### src/rtl/queue_index_dispatcher_pkg.sv
// Shared definitions for the input-queue read-side dispatcher: boolean
// constants, queue sizing and the dispatcher FSM state encoding.
package queue_index_dispatcher_pkg;

    localparam logic TRUE  = 1'b1;
    localparam logic FALSE = 1'b0;

    // Number of input pixels; the queue can never hold more indices than this.
    localparam int INPUT_LAYER_NODES = 10;
    localparam int QUEUE_MAX_SIZE    = INPUT_LAYER_NODES;

    // Dispatcher states, 3-bit encoded.
    typedef enum logic [2:0] {
        IDLE    = 3'd0,
        LOAD    = 3'd1,
        SETTLE  = 3'd2,
        CHECK   = 3'd3,
        POP     = 3'd4,
        CAPTURE = 3'd5,
        HOLD    = 3'd6,
        DONE    = 3'd7
    } dispatchState_t;

endpackage

### src/rtl/queue_index_dispatcher.sv
// Read-side controller for the input-pixel queue. Snapshots the queue into the
// QueueBuffer, pops every active-pixel index and hands each one downstream over
// a valid/ready handshake, counting accepted indices and pulsing done at the end.
module queue_index_dispatcher
    import queue_index_dispatcher_pkg::*;
#(
    parameter int INDEX_WIDTH = 10,
    parameter int COUNT_WIDTH = 10
) (
    input  logic                   clk,
    input  logic                   reset,
    input  logic                   start,
    input  logic                   queueFinished,
    input  logic                   queueEmpty,
    input  logic [INDEX_WIDTH-1:0] queueIndexIn,
    output logic                   queueWriteEnable,
    output logic                   queueDequeue,
    output logic [INDEX_WIDTH-1:0] indexOut,
    output logic                   indexValid,
    input  logic                   indexReady,
    output logic [COUNT_WIDTH-1:0] indexCount,
    output logic                   busy,
    output logic                   done
);

    dispatchState_t state;

    // Single FSM with registered outputs: each pulse is set on the edge that
    // enters its state, so it is high for exactly that one state cycle.
    always_ff @(posedge clk or negedge reset) begin
        if (!reset) begin
            state            <= IDLE;
            queueWriteEnable <= FALSE;
            queueDequeue     <= FALSE;
            indexOut         <= '0;
            indexValid       <= FALSE;
            indexCount       <= '0;
            busy             <= FALSE;
            done             <= FALSE;
        end else begin
            queueWriteEnable <= FALSE;
            queueDequeue     <= FALSE;
            done             <= FALSE;
            case (state)
                IDLE: begin
                    // A start without a finished queue is dropped, not remembered.
                    if (start && queueFinished) begin
                        state            <= LOAD;
                        queueWriteEnable <= TRUE;
                        busy             <= TRUE;
                        indexCount       <= '0;
                    end
                end
                LOAD: begin
                    state <= SETTLE;
                end
                SETTLE: begin
                    // Give the buffer one cycle to update its pointers after the snapshot.
                    state <= CHECK;
                end
                CHECK: begin
                    if (queueEmpty) begin
                        state <= DONE;
                        done  <= TRUE;
                    end else begin
                        state        <= POP;
                        queueDequeue <= TRUE;
                    end
                end
                POP: begin
                    state <= CAPTURE;
                end
                CAPTURE: begin
                    indexOut   <= queueIndexIn;
                    indexValid <= TRUE;
                    state      <= HOLD;
                end
                HOLD: begin
                    // indexValid only drops together with an accepted transfer.
                    if (indexValid && indexReady) begin
                        indexValid <= FALSE;
                        state      <= CHECK;
                        if (indexCount != {COUNT_WIDTH{1'b1}}) begin
                            indexCount <= indexCount + COUNT_WIDTH'(1);
                        end
                    end
                end
                DONE: begin
                    busy  <= FALSE;
                    state <= IDLE;
                end
                default: begin
                    state <= IDLE;
                end
            endcase
        end
    end

endmodule

### config.mk
export PLATFORM = sky130hd
export DESIGN_NAME = queue_index_dispatcher
export DESIGN_NICKNAME = d
export VERILOG_FILES = /design/src/rtl/queue_index_dispatcher_pkg.sv /design/src/rtl/queue_index_dispatcher.sv
export SDC_FILE = /design/constraint.sdc
export NUM_CORES = 1
export LEC_CHECK = 0
export BUFFER_PORTS_ARGS = -buffer_cell sky130_fd_sc_hd__buf_2
export CAP_MARGIN = 20
export CORE_ASPECT_RATIO = 1.25
export CORE_MARGIN = 2
export CORE_UTILIZATION = 54
export DETAILED_ROUTE_END_ITERATION = 6
export GPL_ROUTABILITY_DRIVEN = 0
export PLACE_DENSITY = 0.83
export SYNTH_ARGS = -nofsm -noshare
export SYNTH_HDL_FRONTEND = slang
export SYNTH_SLANG_ARGS = --single-unit
### constraint.sdc
create_clock -name clk -period 4.5 [get_ports clk]
set_clock_uncertainty 0.1 [all_clocks]
set_input_delay 1.125 -clock clk [delete_from_list [all_inputs] [get_ports clk]]
set_output_delay 1.125 -clock clk [all_outputs]
set_load 0.1 [all_outputs]
### Yosys cells after proc, flatten, opt, wreduce, memory -nomap -nowiden

Index checks and enable logic that the tools add are counted.
W data, S select, Z words.

| cells by class | value |
|---|---|
| reduce and logical (&&, ||, !) cells | 10 |
| equality and inequality tests | 11 |
| shift operators | 0 |
| order comparisons | 0 |
| muxes and demuxes | 18 |
| add/sub/neg operators | 1 |
| div/mod/pow operators | 0 |
| bitwise logic cells | 0 |
| $mul | 0 |

Operators by type and width:

| operator | number |
|---|---|
| $mux W10 | 3 |
| $pmux W3 S8 | 1 |
| $pmux W10 S2 | 1 |
| $eq A3 B3 Y1 const B | 4 |
| $add A10 B1 Y10 const B | 1 |
| $ne A10 B10 Y1 const B | 1 |
| $mux W1 | 8 |
| $eq A3 B2 Y1 const B | 2 |
| $mux W3 | 2 |
| $ne A2 B2 Y1 const B | 3 |
| $reduce_and A2 Y1 | 3 |
| $reduce_bool A2 Y1 | 3 |
| $pmux W1 S2 | 2 |
| $reduce_and A4 Y1 | 1 |
| $eq A3 B1 Y1 const B | 1 |
| $logic_not A3 Y1 | 1 |
| $logic_and A1 B1 Y1 | 2 |
| $mux W2 | 1 |

| word-level totals | value |
|---|---|
| logic and storage cells | 48 |
| RAM bits | 0 |
| memories kept | 0 |
| bits in latches | 0 |
| register bits | 28 |
| output and inout bits | 25 |
| ROM bits | 0 |

### Depth between registers and ports, before layout

| depth | value |
|---|---|
| depth after elaboration | 4 |
| gate-level depth with buffers | 6 |
| gate-level depth less buffers | 5 |

### Least setup slack after synthesis

No wires, ideal clock.

| timing path | value |
|---|---|
| path type | reg-to-reg |
| start point | register indexCount[0] |
| end point | register indexCount[8] |
| buffers on the path | 0 |
| arrival time | 2.022 ns |
| data required time | 4.266 ns |
| cell stages (with the launch flop) | 6 |
| library setup time | 0.134 ns |
| path slack | 2.244 ns |
| path through | dfrtp_1 -> ha_1 -> and3_1 -> nand3_1 -> o31ai_1 -> a21oi_1 |

| between the ends | value |
|---|---|
| word-level cells in the longest chain between the ends | 4 |
| elaborated cells between the ends (all ways) | 7 |

Ends and longest elaborated chain:

| element | RTL line | text |
|---|---|---|
| start, declared | queue_index_dispatcher.sv:21 | `output logic [COUNT_WIDTH-1:0] indexCount,` |
| start signal, assigned | queue_index_dispatcher.sv:84 | `indexCount <= indexCount + COUNT_WIDTH'(1);` |
| $add A10 B1 Y10 | queue_index_dispatcher.sv:84 |  |
| $mux W10 | queue_index_dispatcher.sv:83 | `if (indexCount != {COUNT_WIDTH{1'b1}}) begin` |
| $mux W10 | queue_index_dispatcher.sv:80 | `if (indexValid && indexReady) begin` |
| $pmux W10 S2 | queue_index_dispatcher.sv:44 | `case (state)` |

Parallel ways exist; a longest one is shown, timed or not. The select of a mux whose other input is x is not followed.
A chain may end at the register's enable or synchronous reset.

### Worst setup path in the final report

| timing path | value |
|---|---|
| start point | register indexCount[9] |
| end point | output indexCount[9] |

No word-level cell between the ends.

==> results.sh <==
export IMPL_status="finished clean"
export IMPL_drt_wl_total_mm=2.690
export IMPL_netlist_area_um2=1345
export IMPL_cts_htree_levels=1
export IMPL_worst_pin_slew_ps=601.9
export IMPL_synthFlopType="dfrtp_1"
export IMPL_cp_depth=1
export IMPL_timing_slew_headroom_pct=59.87
export IMPL_io_buffer_count=40
export IMPL_grt_util_all_layers_pct=20.07
export IMPL_end_kind="output port"
export IMPL_r2r_start="state[0]"
export IMPL_critPathKind="reg2out"
export IMPL_antenna_left=0
export IMPL_gr_usage_met2_pct=35.62
export IMPL_dieWidth_um=48.64
export IMPL_crit_buf_inv=1
export IMPL_synthTopCellsByArea="dfrtp_1, mux2_1, a31oi_1, nand2_1, and3_1"
export IMPL_synth_seq_area_share_pct=52.09
export IMPL_drt_first_pass_iters=4
export IMPL_met3_usage_pct=2.750
export IMPL_async_flop_share_pct=100.0
export IMPL_critPathLaunch="indexCount[9]"
export IMPL_routed_via_count=1092
export IMPL_grt_pass1_wl_mm=4.478
export IMPL_grt_use_met1_pct=23.84
export IMPL_drv_slew=0
export IMPL_setup_violations=0
export IMPL_design_area_um2=1579
export IMPL_hold_class="reg2reg"
export IMPL_cts_hold_buffers=0
export IMPL_clkLatencyLatePin_ps=320
export IMPL_synthCells=118
export IMPL_n_antenna_cell=0
export IMPL_drc=0
export IMPL_vias_per_cell=5.778
export IMPL_fin_crit_ps=2521
export IMPL_crit_arrival_ps=1300
export IMPL_top_usage_layer="met2"
export IMPL_synth_top_area_share_pct=52.09
export IMPL_postCtsResizedCells=0
export IMPL_synth_edf_count=0
export IMPL_whs_ps=404.6
export IMPL_post_cts_buffers=0
export IMPL_syn_to_final_growth_pct=17.40
export IMPL_crit_path_max_fanout=6
export IMPL_clk_path_buf_depth=2
export IMPL_rsz0062_at_grt="false"
export IMPL_slowest_stage="dfrtp_1"
export IMPL_grt_max_degree=29
export IMPL_synth_seq_cells=28
export IMPL_overflow=0
export IMPL_dieArea_um2=2909
export IMPL_dpl_cell_area_um2=1556
export IMPL_final_nets=175
export IMPL_critical_path_max_stage_delay_ps=500
export IMPL_worstRegToRegCells=2
export IMPL_cts_clk_slew_worst_paths_ps=140
export IMPL_grt_pass1_vias=1048
export IMPL_nFillCells=207
export IMPL_drt_initial_drc_count=35
export IMPL_drive_gt1_share_pct=32.69
export IMPL_cts_sinks=28
export IMPL_clock_root_buffer="clkbuf_4"
export IMPL_synth_distinct_cells=35
export IMPL_fin_crit_sh_pct=56.02
export IMPL_max_freq_ghz=0.3967
export IMPL_yosysTopAreaCell="dfrtp_1"
export IMPL_crit_required_ps=3270
export IMPL_antenna_found_initial=0
export IMPL_hold_violations=0
export IMPL_ff2ff_setup_slack_ps=2750
export IMPL_r2r_end="indexOut[4]"
export IMPL_fin_tns_setup_ps=0
export IMPL_coreArea_um2=2402
export IMPL_startpoint_type="register"
export IMPL_cts_tree="yes"
export IMPL_ios=41
export IMPL_cts_made_buffers=3
export IMPL_fin_util_pct=65.73
export IMPL_routedWlPerCell_um=14.23
export IMPL_dp_hpwl_mm=2.062
export IMPL_yosys_warnings=0
export IMPL_syn_nets=135
export IMPL_worstPathCellList="buf_2"
export IMPL_start_util_pct=55.99
export IMPL_crit_path_end="indexCount[9]"
export IMPL_worst_path_dominant_cell_family="flip-flops"
export IMPL_maxCapViolations=0
export IMPL_syn_area_per_cell_um2=11.40
export IMPL_die_h_um=59.80
export IMPL_core_rowCount=20
-- final cells by class --
class	instances	area, um2	area share (%)
inverters	4	15.01	0.9509
clock buffers	3	22.52	1.426
flip-flops and latches	28	700.7	44.37
well taps	33	41.29	2.615
repair buffers	40	200.2	12.68
multi-input cells	81	599.3	37.96
-- synthesized netlist by cell type (all sizes together) (3+ instances only) --
master / instances
and3: 6
dfrtp: 28
o21a: 3
mux2: 10
nor2: 4
inv: 4
a31oi: 8
buf: 4
nand3: 6
nand2: 11
a21oi: 7
o21ai: 6
-- cells in the final DEF, fill, tap and decap left out --
master | Yosys | routed
buf_2 | 3 | 40
dfrtp_1 | 28 | 28
nand2_1 | 11 | 11
mux2_1 | 9 | 9
a31oi_1 | 8 | 8
a21oi_1 | 7 | 7
nand3_1 | 6 | 6
and3_1 | 6 | 6
nor2_1 | 4 | 4
o21ai_0 | 4 | 4
inv_1 | 3 | 3
clkbuf_4 | 0 | 3
nor3_1 | 2 | 2
a41oi_1 | 2 | 2
a21o_1 | 2 | 2
o21a_1 | 2 | 2
o21ai_1 | 2 | 2
nand2b_1 | 1 | 1
nand4bb_4 | 1 | 1
inv_2 | 1 | 1
and3b_1 | 1 | 1
nand3b_4 | 1 | 1
o22ai_4 | 1 | 1
o31ai_1 | 1 | 1
and4_4 | 1 | 1
nand4_4 | 1 | 1
o21a_4 | 1 | 1
and2_1 | 1 | 1
nand3b_1 | 1 | 1
a41o_1 | 1 | 1
nand4_1 | 1 | 1
mux2i_1 | 1 | 1
mux2_2 | 1 | 1
ha_1 | 1 | 1
-- metrics by stage --
step,setup slack [ps],cells
after CTS,1963,189
after detailed placement,2297,186
final,1979,189
after floorplan,2244,118
after global placement,2332,186
after global routing,1925,189
-- kinds of logic after synthesis --
kind of cell | Yosys count | share of synthesized area (%)
fa+ha+maj | 1 | 0.9301
compound gates | 31 | 16.00
simple gates | 38 | 18.51
mux | 11 | 9.116
flops | 28 | 52.09
buf+inv | 9 | 3.348
-- per-layer routing --
layer / part of all wire, % / vias up
met5: 0 / -
met4: 1.8 / 0
met3: 4.8 / 5
met2: 51 / 43
met1: 42 / 529
li1: - / 515
-- worst register-to-register path, stage by stage (launching register included) --
cell,delay (ps)
dfrtp_1,600
nand3_1,480
mux2_1,470
-- how the worst min path moves through the flow --
stage | from | to | cells past startpoint
2_1_floorplan | state[2] | queueDequeue | 2
3_3_place_gp | indexOut[9] | indexOut[9] | 1
3_5_place_dp | indexOut[0] | indexOut[0] | 1
4_1_cts | indexOut[9] | indexOut[9] | 1
5_1_grt | indexOut[9] | indexOut[9] | 1
6_report | indexOut[9] | indexOut[9] | 1
-- registers in the layout (all words and copies together) (netlist names) --
signal	cells
indexCount	10
done	1
busy	1
indexOut	10
indexValid	1
queueDequeue	1
queueWriteEnable	1
state	3
Power is left out: the tool's default activity adds up to more than one toggle a clock period on the data nets, which glitch-free logic cannot reach.
